[config.mk]
export PLATFORM = sky130hd
export DESIGN_NAME = operand_entry_fsm
export DESIGN_NICKNAME = d
export VERILOG_FILES = /design/src/rtl/entry_pkg.sv /design/src/rtl/operand_entry_fsm_bcd3_to_bin.sv /design/src/rtl/operand_entry_fsm.sv
export SDC_FILE = /design/constraint.sdc
export NUM_CORES = 1
export LEC_CHECK = 0
export CAP_MARGIN = 20
export CELL_PAD_IN_SITES_DETAIL_PLACEMENT = 2
export CELL_PAD_IN_SITES_GLOBAL_PLACEMENT = 2
export CORE_MARGIN = 8
export CORE_UTILIZATION = 29
export DETAILED_ROUTE_END_ITERATION = 6
export PLACE_DENSITY_LB_ADDON = 0.1
export SYNTH_ARGS = -nofsm -noshare
export SYNTH_HDL_FRONTEND = slang
export SYNTH_SLANG_ARGS = --single-unit
[constraint.sdc]
create_clock -name clk -period 3.45 [get_ports clk]
set_clock_uncertainty 0.1 [all_clocks]
set_input_delay 0.69 -clock clk [delete_from_list [all_inputs] [get_ports clk]]
set_output_delay 0.69 -clock clk [all_outputs]
set_load 0.005 [all_outputs]
[src/rtl/entry_pkg.sv]
// Shared types and constants for the keypad operand entry stage.
package entry_pkg;

  typedef enum logic [1:0] {S_OP1, S_OP2, S_FIRE, S_HOLD} entry_state_t;

  localparam int         MAX_DIGITS = 3;
  localparam logic [3:0] KEY_ENTER  = 4'hA;
  localparam logic [3:0] KEY_BACK   = 4'hB;
  localparam logic [3:0] KEY_CLEAR  = 4'hC;
  localparam logic [9:0] MAX_POS    = 10'd127;
  localparam logic [9:0] MAX_NEG    = 10'd128;

  function automatic logic in_range(input logic [9:0] mag, input logic neg);
    return neg ? (mag <= MAX_NEG) : (mag <= MAX_POS);
  endfunction

  // 128 negates to 8'h80 because only the low byte takes part.
  function automatic logic [7:0] to_operand(input logic [9:0] mag, input logic neg);
    return neg ? (~mag[7:0] + 8'd1) : mag[7:0];
  endfunction

endpackage

[src/rtl/operand_entry_fsm_bcd3_to_bin.sv]
// Three BCD digits to a 10-bit binary magnitude, using shift-add constant multiplies.
module bcd3_to_bin (
  input  logic [3:0] d2,
  input  logic [3:0] d1,
  input  logic [3:0] d0,
  output logic [9:0] mag
);

  logic [9:0] w2, w1, w0;

  assign w2  = {6'd0, d2};
  assign w1  = {6'd0, d1};
  assign w0  = {6'd0, d0};
  assign mag = (w2 << 6) + (w2 << 5) + (w2 << 2) + (w1 << 3) + (w1 << 1) + w0;

endmodule

[src/rtl/operand_entry_fsm.sv]
// Keypad operand entry: builds two signed 8-bit operands and hands them to the multiplier.
module operand_entry_fsm
  import entry_pkg::*;
(
  input  logic       clk,
  input  logic       reset,
  input  logic       key_valid,
  input  logic [3:0] key_code,
  input  logic       signo,
  input  logic       mult_ready,
  output logic [7:0] numero1_o,
  output logic [7:0] numero2_o,
  output logic       valid,
  output logic       error,
  output logic [9:0] entry_value,
  output logic       entry_sel
);

  entry_state_t state, state_n;
  logic [3:0]   d2, d1, d0, d2_n, d1_n, d0_n;
  logic [1:0]   count, count_n;
  logic [7:0]   num1_n, num2_n;
  logic         error_n;

  bcd3_to_bin u_bcd (
    .d2  (d2),
    .d1  (d1),
    .d0  (d0),
    .mag (entry_value)
  );

  always_comb begin
    // NOTE: every signal gets a default first so no path leaves it unassigned (no latch).
    state_n = state;
    d2_n    = d2;
    d1_n    = d1;
    d0_n    = d0;
    count_n = count;
    num1_n  = numero1_o;
    num2_n  = numero2_o;
    error_n = 1'b0;

    case (state)
      S_OP1, S_OP2: begin
        if (key_valid) begin
          if (key_code <= 4'd9) begin
            if (count < 2'(MAX_DIGITS)) begin
              d2_n    = d1;
              d1_n    = d0;
              d0_n    = key_code;
              count_n = count + 2'd1;
            end
          end else if (key_code == KEY_BACK) begin
            if (count != 2'd0) begin
              d0_n    = d1;
              d1_n    = d2;
              d2_n    = 4'd0;
              count_n = count - 2'd1;
            end
          end else if (key_code == KEY_CLEAR) begin
            {d2_n, d1_n, d0_n} = '0;
            count_n            = 2'd0;
            if (state == S_OP2) begin
              num1_n  = 8'd0;
              state_n = S_OP1;
            end
          end else if (key_code == KEY_ENTER) begin
            // Digits are dropped whether or not the value is accepted.
            {d2_n, d1_n, d0_n} = '0;
            count_n            = 2'd0;
            if (in_range(entry_value, signo)) begin
              if (state == S_OP1) begin
                num1_n  = to_operand(entry_value, signo);
                state_n = S_OP2;
              end else begin
                num2_n  = to_operand(entry_value, signo);
                state_n = S_FIRE;
              end
            end else begin
              error_n = 1'b1;
            end
          end
        end
      end
      S_FIRE:  state_n = S_HOLD;
      S_HOLD:  if (mult_ready) state_n = S_OP1;
      default: state_n = S_OP1;
    endcase
  end

  // NOTE: sequential state uses non-blocking assignments so all registers update together.
  always_ff @(posedge clk) begin
    if (reset) begin
      state     <= S_OP1;
      d2        <= 4'd0;
      d1        <= 4'd0;
      d0        <= 4'd0;
      count     <= 2'd0;
      numero1_o <= 8'd0;
      numero2_o <= 8'd0;
      valid     <= 1'b0;
      error     <= 1'b0;
      entry_sel <= 1'b0;
    end else begin
      state     <= state_n;
      d2        <= d2_n;
      d1        <= d1_n;
      d0        <= d0_n;
      count     <= count_n;
      numero1_o <= num1_n;
      numero2_o <= num2_n;
      valid     <= (state == S_FIRE);
      error     <= error_n;
      entry_sel <= (state_n == S_OP2);
    end
  end

endmodule
# Yosys cells after proc, flatten, opt, wreduce, memory -nomap -nowiden
# Index checks and enable logic that the tools add are counted.
totals:
  ff_bits: 35
  mem_bits_ro: 0
  in_bits: 9
  latchBits: 0
  output_inout_bits: 29
  mem_count: 0
  ramBits: 0
  wordCells: 89
op_classes:
  order_cmp: 4
  mul: 0
  addsub: 8
  bitwise: 8
  mux: 38
  n_reduce_logical: 11
  shift: 0
  n_eq_ne: 10
  div: 0
op_table:
  columns: ["operator", "n"]
  rows:
  - ["4-bit 2-to-1 mux", 14]
  - ["8-bit 2-to-1 mux", 6]
  - ["2-bit 2-to-1 mux", 15]
  - ["8-bit AND reduction", 2]
  - ["4-bit == test (second input constant)", 3]
  - ["10-bit by 4-bit adder with 10-bit output", 1]
  - ["10-bit by 5-bit adder with 10-bit output", 1]
  - ["10-bit by 6-bit adder with 10-bit output", 1]
  - ["10-bit by 7-bit adder with 10-bit output", 1]
  - ["10-bit by 9-bit adder with 10-bit output", 1]
  - ["10-bit by 7-bit <= comparator with 1-bit output (second input constant)", 1]
  - ["10-bit by 8-bit <= comparator with 1-bit output (second input constant)", 1]
  - ["8-bit by 1-bit adder with 8-bit output (second input constant)", 1]
  - ["8-bit inverter", 1]
  - ["2-bit nonzero test", 4]
  - ["1-bit inverter", 7]
  - ["7-bit OR reduction", 1]
  - ["2-bit case mux with 3 select lines", 1]
  - ["5-bit AND reduction", 1]
  - ["2-bit by 1-bit == test with 1-bit output (second input constant)", 2]
  - ["2-bit == test (second input constant)", 2]
  - ["4-bit <= comparator (second input constant)", 1]
  - ["2-bit by 1-bit != test with 1-bit output (second input constant)", 2]
  - ["4-bit nonzero test", 1]
  - ["7 further kinds", 8]

# Logic depth before layout (Yosys ltp)
depth:
  word_depth: 15
  depth_mapped: 14
  ltp_nobuf: 13

# Modules after synthesis
# A second synthesis with hierarchy kept.
hier_totals:
  hier_cells: 249
  area_unflattened_um2: 2243.4
by_module_without_submodules:
  columns: ["mod", "cells_each", "seq_area_each_um2", "area_per_inst_um2", "instances"]
  rows:
  - ["operand_entry_fsm", 186, 700.7, 1680.4, 1]
  - ["bcd3_to_bin", 63, 0.0, 563.0, 1]

# Worst setup path after synthesis
# Ideal clock, no wire load.
synth_path:
  path_kind: "register to register"
  from: "reg d2[1]"
  to: "reg numero1_o[3]"
  t_required_ps: 3278
  path_buffers: 1
  stages_incl_launch_ff: 15
  setup_slack_ps: -336
  setup_ps: 72
  arrival_ps: 3614
  period_less_slack_ps: 3786
  cell_sequence: "dfxtp_1 > inv_1 > fa_1 > fa_1 > inv_1 > ha_1 > inv_1 > fa_1 > xor2_2 > and4_1 > o21ai_0 > a221oi_4 > nor3b_2 > buf_6 > mux2i_1"
synth_between:
  elab_chain_len: 11
  elab_cells_between_ends: 17
  classes_between: "add/sub: 6; order compare: 2; mux: 6; bitwise: 1; reduce/logical: 2"
synth_lines:
  columns: ["item", "line", "rtl"]
  rows:
  - ["start: declaration", "operand_entry_fsm.sv:20", "logic [3:0] d2, d1, d0, d2_n, d1_n, d0_n;"]
  - ["start signal: assignment", "operand_entry_fsm.sv:106", "d2 <= d2_n;"]
  - ["10-bit by 6-bit adder with 10-bit output (*)", "operand_entry_fsm_bcd3_to_bin.sv:14", "assign mag = (w2 << 6) + (w2 << 5) + (w2 << 2) + (w1 << 3) + (w1 << 1) + w0;"]
  - ["10-bit by 7-bit adder with 10-bit output (*)", "operand_entry_fsm_bcd3_to_bin.sv:14", null]
  - ["10-bit by 5-bit adder with 10-bit output (*)", "operand_entry_fsm_bcd3_to_bin.sv:14", null]
  - ["10-bit by 4-bit adder with 10-bit output (*)", "operand_entry_fsm_bcd3_to_bin.sv:14", null]
  - ["8-bit inverter", "entry_pkg.sv:19", "return neg ? (~mag[7:0] + 8'd1) : mag[7:0];"]
  - ["8-bit by 1-bit adder with 8-bit output", "entry_pkg.sv:19", null]
  - ["8-bit 2-to-1 mux", "entry_pkg.sv:19", null]
  - ["8-bit 2-to-1 mux", "operand_entry_fsm.sv:72", "if (state == S_OP1) begin"]
  - ["8-bit 2-to-1 mux", "operand_entry_fsm.sv:71", "if (in_range(entry_value, signo)) begin"]
  - ["8-bit 2-to-1 mux", "operand_entry_fsm.sv:67", "end else if (key_code == KEY_ENTER) begin"]
  - ["8-bit 2-to-1 mux", "operand_entry_fsm.sv:60", "end else if (key_code == KEY_CLEAR) begin"]
  - ["end signal: assignment", "operand_entry_fsm.sv:110", "numero1_o <= num1_n;"]
  - ["end: declaration", "operand_entry_fsm.sv:11", "output logic [7:0] numero1_o,"]
# Mark *: on every way between the ends. The rest lies on a longest branch, timed or not. The select of a mux whose other input is x is not followed.
# A chain may end at the register's enable or synchronous reset.

# Final worst setup path
layout_path:
  from: "reg d2[1]"
  to: "reg numero1_o[7]"
layout_between:
  elab_chain_len: 12
  elab_cells_between_ends: 17
  classes_between: "add/sub: 6; order compare: 2; mux: 6; bitwise: 1; reduce/logical: 2"
layout_lines:
  columns: ["item", "line"]
  rows:
  - ["10-bit by 9-bit adder with 10-bit output", "operand_entry_fsm_bcd3_to_bin.sv:14"]
  - ["10-bit by 6-bit adder with 10-bit output (*)", "operand_entry_fsm_bcd3_to_bin.sv:14"]
  - ["10-bit by 7-bit adder with 10-bit output (*)", "operand_entry_fsm_bcd3_to_bin.sv:14"]
  - ["10-bit by 5-bit adder with 10-bit output (*)", "operand_entry_fsm_bcd3_to_bin.sv:14"]
  - ["10-bit by 4-bit adder with 10-bit output (*)", "operand_entry_fsm_bcd3_to_bin.sv:14"]
  - ["8-bit inverter", "entry_pkg.sv:19"]
  - ["8-bit by 1-bit adder with 8-bit output", "entry_pkg.sv:19"]
  - ["8-bit 2-to-1 mux", "entry_pkg.sv:19"]
  - ["8-bit 2-to-1 mux", "operand_entry_fsm.sv:72"]
  - ["8-bit 2-to-1 mux", "operand_entry_fsm.sv:71"]
  - ["8-bit 2-to-1 mux", "operand_entry_fsm.sv:67"]
  - ["8-bit 2-to-1 mux", "operand_entry_fsm.sv:60"]
# Marks and branches as above.

==> run summary <==
placed insts: 455
port bufs: 37
CP Capture Type: register
measured slew at the worst slew-check pin: 0.758 ns
ant diodes: 0
Final Max Tran Viols: 0
failing checks: setup timing
unrepaired setup endpoints after global routing: true
Tot GR Track Use: 14.4%
Non-Filler Instances: 478
Die H: 107 um
number of global-route vias before repair: 2634
Startpoint Class: register
total grt overflow: 0
Max Clock Freq: 0.260 GHz
Psw: 0.000377 W
Die X: 107 um
Cells after Synth: 285
wire length per cell: 17.1 um
Hold Startpoint: numero1_o[3]
power per cell area: 342 mW/mm^2
first-pass GRT wire length: 13500 um
clock slew at reported path FFs: 0.08 ns
latest clock arrival within the worst-skew pair: 0.29 ns
Slowest-stage cell, CP: fa_1
fin crit share: 111%
layout cells sized above 1: 28.2%
Crit Path Category: reg2reg
Top Ports: 38
synth warn: 0
fin area: 0.00352 mm^2
via/cell ratio: 4.90
power share of the combinational group: 33.9%
worst hold slack: 0.363 ns
top sig layer: met4
area share of the largest cell type after synthesis: 29.1%
post-detail-place hpwl: 5890 um
Leak: 1.57 nW
setup ws final: -0.393 ns
Worst R2R Start: d2[1]
Seq/Total Area, Yosys: 29.1%
TritonCTS clock tree: built
Post-synth EDFFs: 0
Netlist cell types: 55
Setup violations, final: 26
Core Area: 0.00813 mm^2
CP peak stage delay: 0.56 ns
RR Endpoint: numero1_o[7]
CTS Root Cell: clkbuf_8
total power: 0.00120 W
final wirelength: 8180 um
initial antenna violation count: 0
CP arrival: 3.96 ns
dominant cells by area after synthesis: dfxtp_1 29%, ha_1 9.4%, mux2i_1 6.2%, fa_1 5.8%, inv_1 5.0%
FF+latch count, synth: 35
CP Cell Sequence: inv_2 > fa_1 > fa_1 > inv_2 > ha_4 > inv_2 > fa_2 > nor2b_2 > o31a_1 > buf_4 > a21oi_2 > buf_4 > a221oi_4 > nor3b_4 > buf_6 > mux2i_1
Critical Path Most Common Cell: inv_2
clock sinks: 35
met3 wire length: 213 um
worst path required time: 3.57 ns
Sw Ratio: 31.3%
Hold Path Stages: 2
outcome: complete, but fails checks
worst min path class: reg2reg
Mapped Avg Cell Area: 8.44 um^2
Synth Net Count: 319
area post-placement: 0.00318 mm^2
Initial Utilization: 29.6%
multi-input logic area: 0.00165 mm^2
post-synthesis async set-or-reset flop share: 0%
worst reg2reg path depth: 16
Flop pwr share: 35.2%
final net count: 407
Rows: 33
Final ANT Viol Nets: 0
Slew headroom: 49.3%
First-pass DRT Iterations: 4
Cell Area, Synth: 0.00241 mm^2
die area: 0.0115 mm^2
H-Tree Depth: 2
Metal-1 WL: 3660 um
Synth area leader: dfxtp_1
pin count of the biggest net entering global routing: 23
vias: 2342
# fillers: 885
critical path peak fanout: 8
area grow syn2layout: 46.4%
Peak VDD IR: 0.000170 V
GPL Wtd Cong: 0.751
reg-to-reg slack, setup: -0.39 ns
CTS buffer count: 5
Clock Power Share: 30.9%
DR iter-0 viols: 35
Final Hold Fails: 0
Post-route DRC: 0
Hold Crit Endpoint: numero1_o[3]
post-route minimum period: 3.84 ns
register area: 706 um^2
Int Pwr: 0.000828 W
max cap viols: 0
met2 WL: 4190 um
Most used DFF post-synth: dfxtp_1
Longest Clk Path Bufs: 2
power by group through the flow:
stage / combinational (W) / clock [W] / sequential [W]
4_1_cts: 0.000385 / 0.000384 / 0.000424
3_3_place_gp: 0.000346 / 0 / 0.000433
3_5_place_dp: 0.000356 / 0 / 0.000433
2_1_floorplan: 0.000198 / 0 / 0.000432
6_report: 0.000409 / 0.000372 / 0.000424
5_1_grt: 0.000449 / 0.000401 / 0.000426
repair_timing:
item,in CTS,in global routing
buffers inserted,13,5
hold buffers,0,0
pin swaps,15,8
endpoints found under the hold margin,0,0
resized for setup,44,13
endpoints found under the setup margin,27,26
stage by stage:
| step | util (%) | TNS [ns] | setup WS [ns] |
|---|---|---|---|
| 6_report | 43.3 | -8.03 | -0.393 |
| 5_1_grt | 43.3 | -12.10 | -0.580 |
| 4_1_cts | 42.1 | -8.31 | -0.422 |
| 3_5_place_dp | 39.1 | -7.17 | -0.441 |
| 3_3_place_gp | 39.1 | -5.65 | -0.375 |
| 2_1_floorplan | - | -1.44 | -0.153 |
routing by layer:
metal / track usage [%] / up-vias
met1: 17.5 / 1159
li1: - / 1144
met2: 25.1 / 29
met4: 4.22 / 0
met3: 2.70 / 10
met5: 0 / -
synth_stat cells (3+ instances only):
library cell and count:
a211oi_1 7, a21oi_1 12, a22oi_1 4, a31oi_1 5
and2_1 4, clkbuf_1 9, dfxtp_1 35, fa_1 7
ha_1 18, inv_1 32, mux2_2 3, mux2i_1 15
nand2_1 30, nand2b_1 6, nand3_1 6, nor2_1 26
nor2b_1 8, nor3_1 3, o21ai_0 8, xnor2_1 4
xor2_1 3
sequential cells by signal, summed over array words and instances, names as in the netlist:
| register | cells |
|---|---|
| count | 2 |
| error | 1 |
| d2 | 4 |
| valid | 1 |
| state | 2 |
| d1 | 4 |
| d0 | 4 |
| numero1_o | 8 |
| numero2_o | 8 |
| entry_sel | 1 |
worst max-delay path by stage:
stage	start	to	cells past startpoint
floorplan	d2[1]	numero1_o[3]	14
global placement	d2[1]	entry_value[9]	12
detailed placement	d2[1]	entry_value[9]	12
CTS	d1[0]	entry_value[9]	12
global route	d2[1]	numero1_o[4]	16
finish	d2[1]	numero1_o[7]	16
cells by family (layout without fill, tap and decap cells):
group	count (synthesis)	count (layout)	share of synthesized area, %
and+or+nand+nor	97	97	19.8
AOI/OAI and AO/OA	57	57	17.5
muxes	18	18	7.64
xor gates and xnor gates	8	8	3.22
buffers and inverters	45	133	7.54
DFF	35	35	29.1
adders and majority gates	25	25	15.2
critical path, delay by kind of cell, from the launching register on:
family	cells	cell delay [ns]
compound gates	3	0.60
fa+ha+maj	4	1.49
buf+inv	6	0.63
flops	1	0.34
mux	1	0.19
simple gates	2	0.40
cell usage in the layout, fill, tap and decap left out, types with 2 or more instances in the layout:
cell | Yosys | final
a211oi_1 | 7 | 7
clkbuf_8 | 0 | 5
buf_2 | 1 | 3
nor3_1 | 3 | 2
xnor2_1 | 4 | 4
a21oi_2 | 0 | 3
a31oi_1 | 5 | 4
a21oi_1 | 12 | 9
nand3_1 | 6 | 6
buf_4 | 1 | 51
clkdlybuf4s50_1 | 0 | 30
buf_6 | 1 | 7
or3_1 | 2 | 2
mux2i_1 | 15 | 14
o21ai_1 | 0 | 2
a21o_1 | 2 | 2
nor2b_1 | 8 | 7
a22oi_1 | 4 | 4
and2_1 | 4 | 3
o21a_1 | 2 | 2
dlygate4sd2_1 | 0 | 2
nand2b_1 | 6 | 6
dfxtp_2 | 0 | 4
a41o_1 | 2 | 2
o211ai_1 | 2 | 2
ha_1 | 18 | 17
xor2_1 | 3 | 3
inv_1 | 32 | 27
dfxtp_1 | 35 | 31
fa_1 | 7 | 6
nor2_2 | 0 | 2
nand2_1 | 30 | 30
mux2_2 | 3 | 3
nor2_1 | 26 | 24
inv_2 | 0 | 5
o21ai_0 | 8 | 5
and4_1 | 2 | 2
final cells by class:
class                   instances  share of cell area (%)
multi-input cells             205                    46.8
inverters                      32                    3.41
well taps                     105                    3.73
clock inverters                 1                   0.852
repair buffers                 94                    23.1
clock buffers                   6                    2.06
flip-flops and latches         35                    20.0
(Power assumes the default switching activity.)
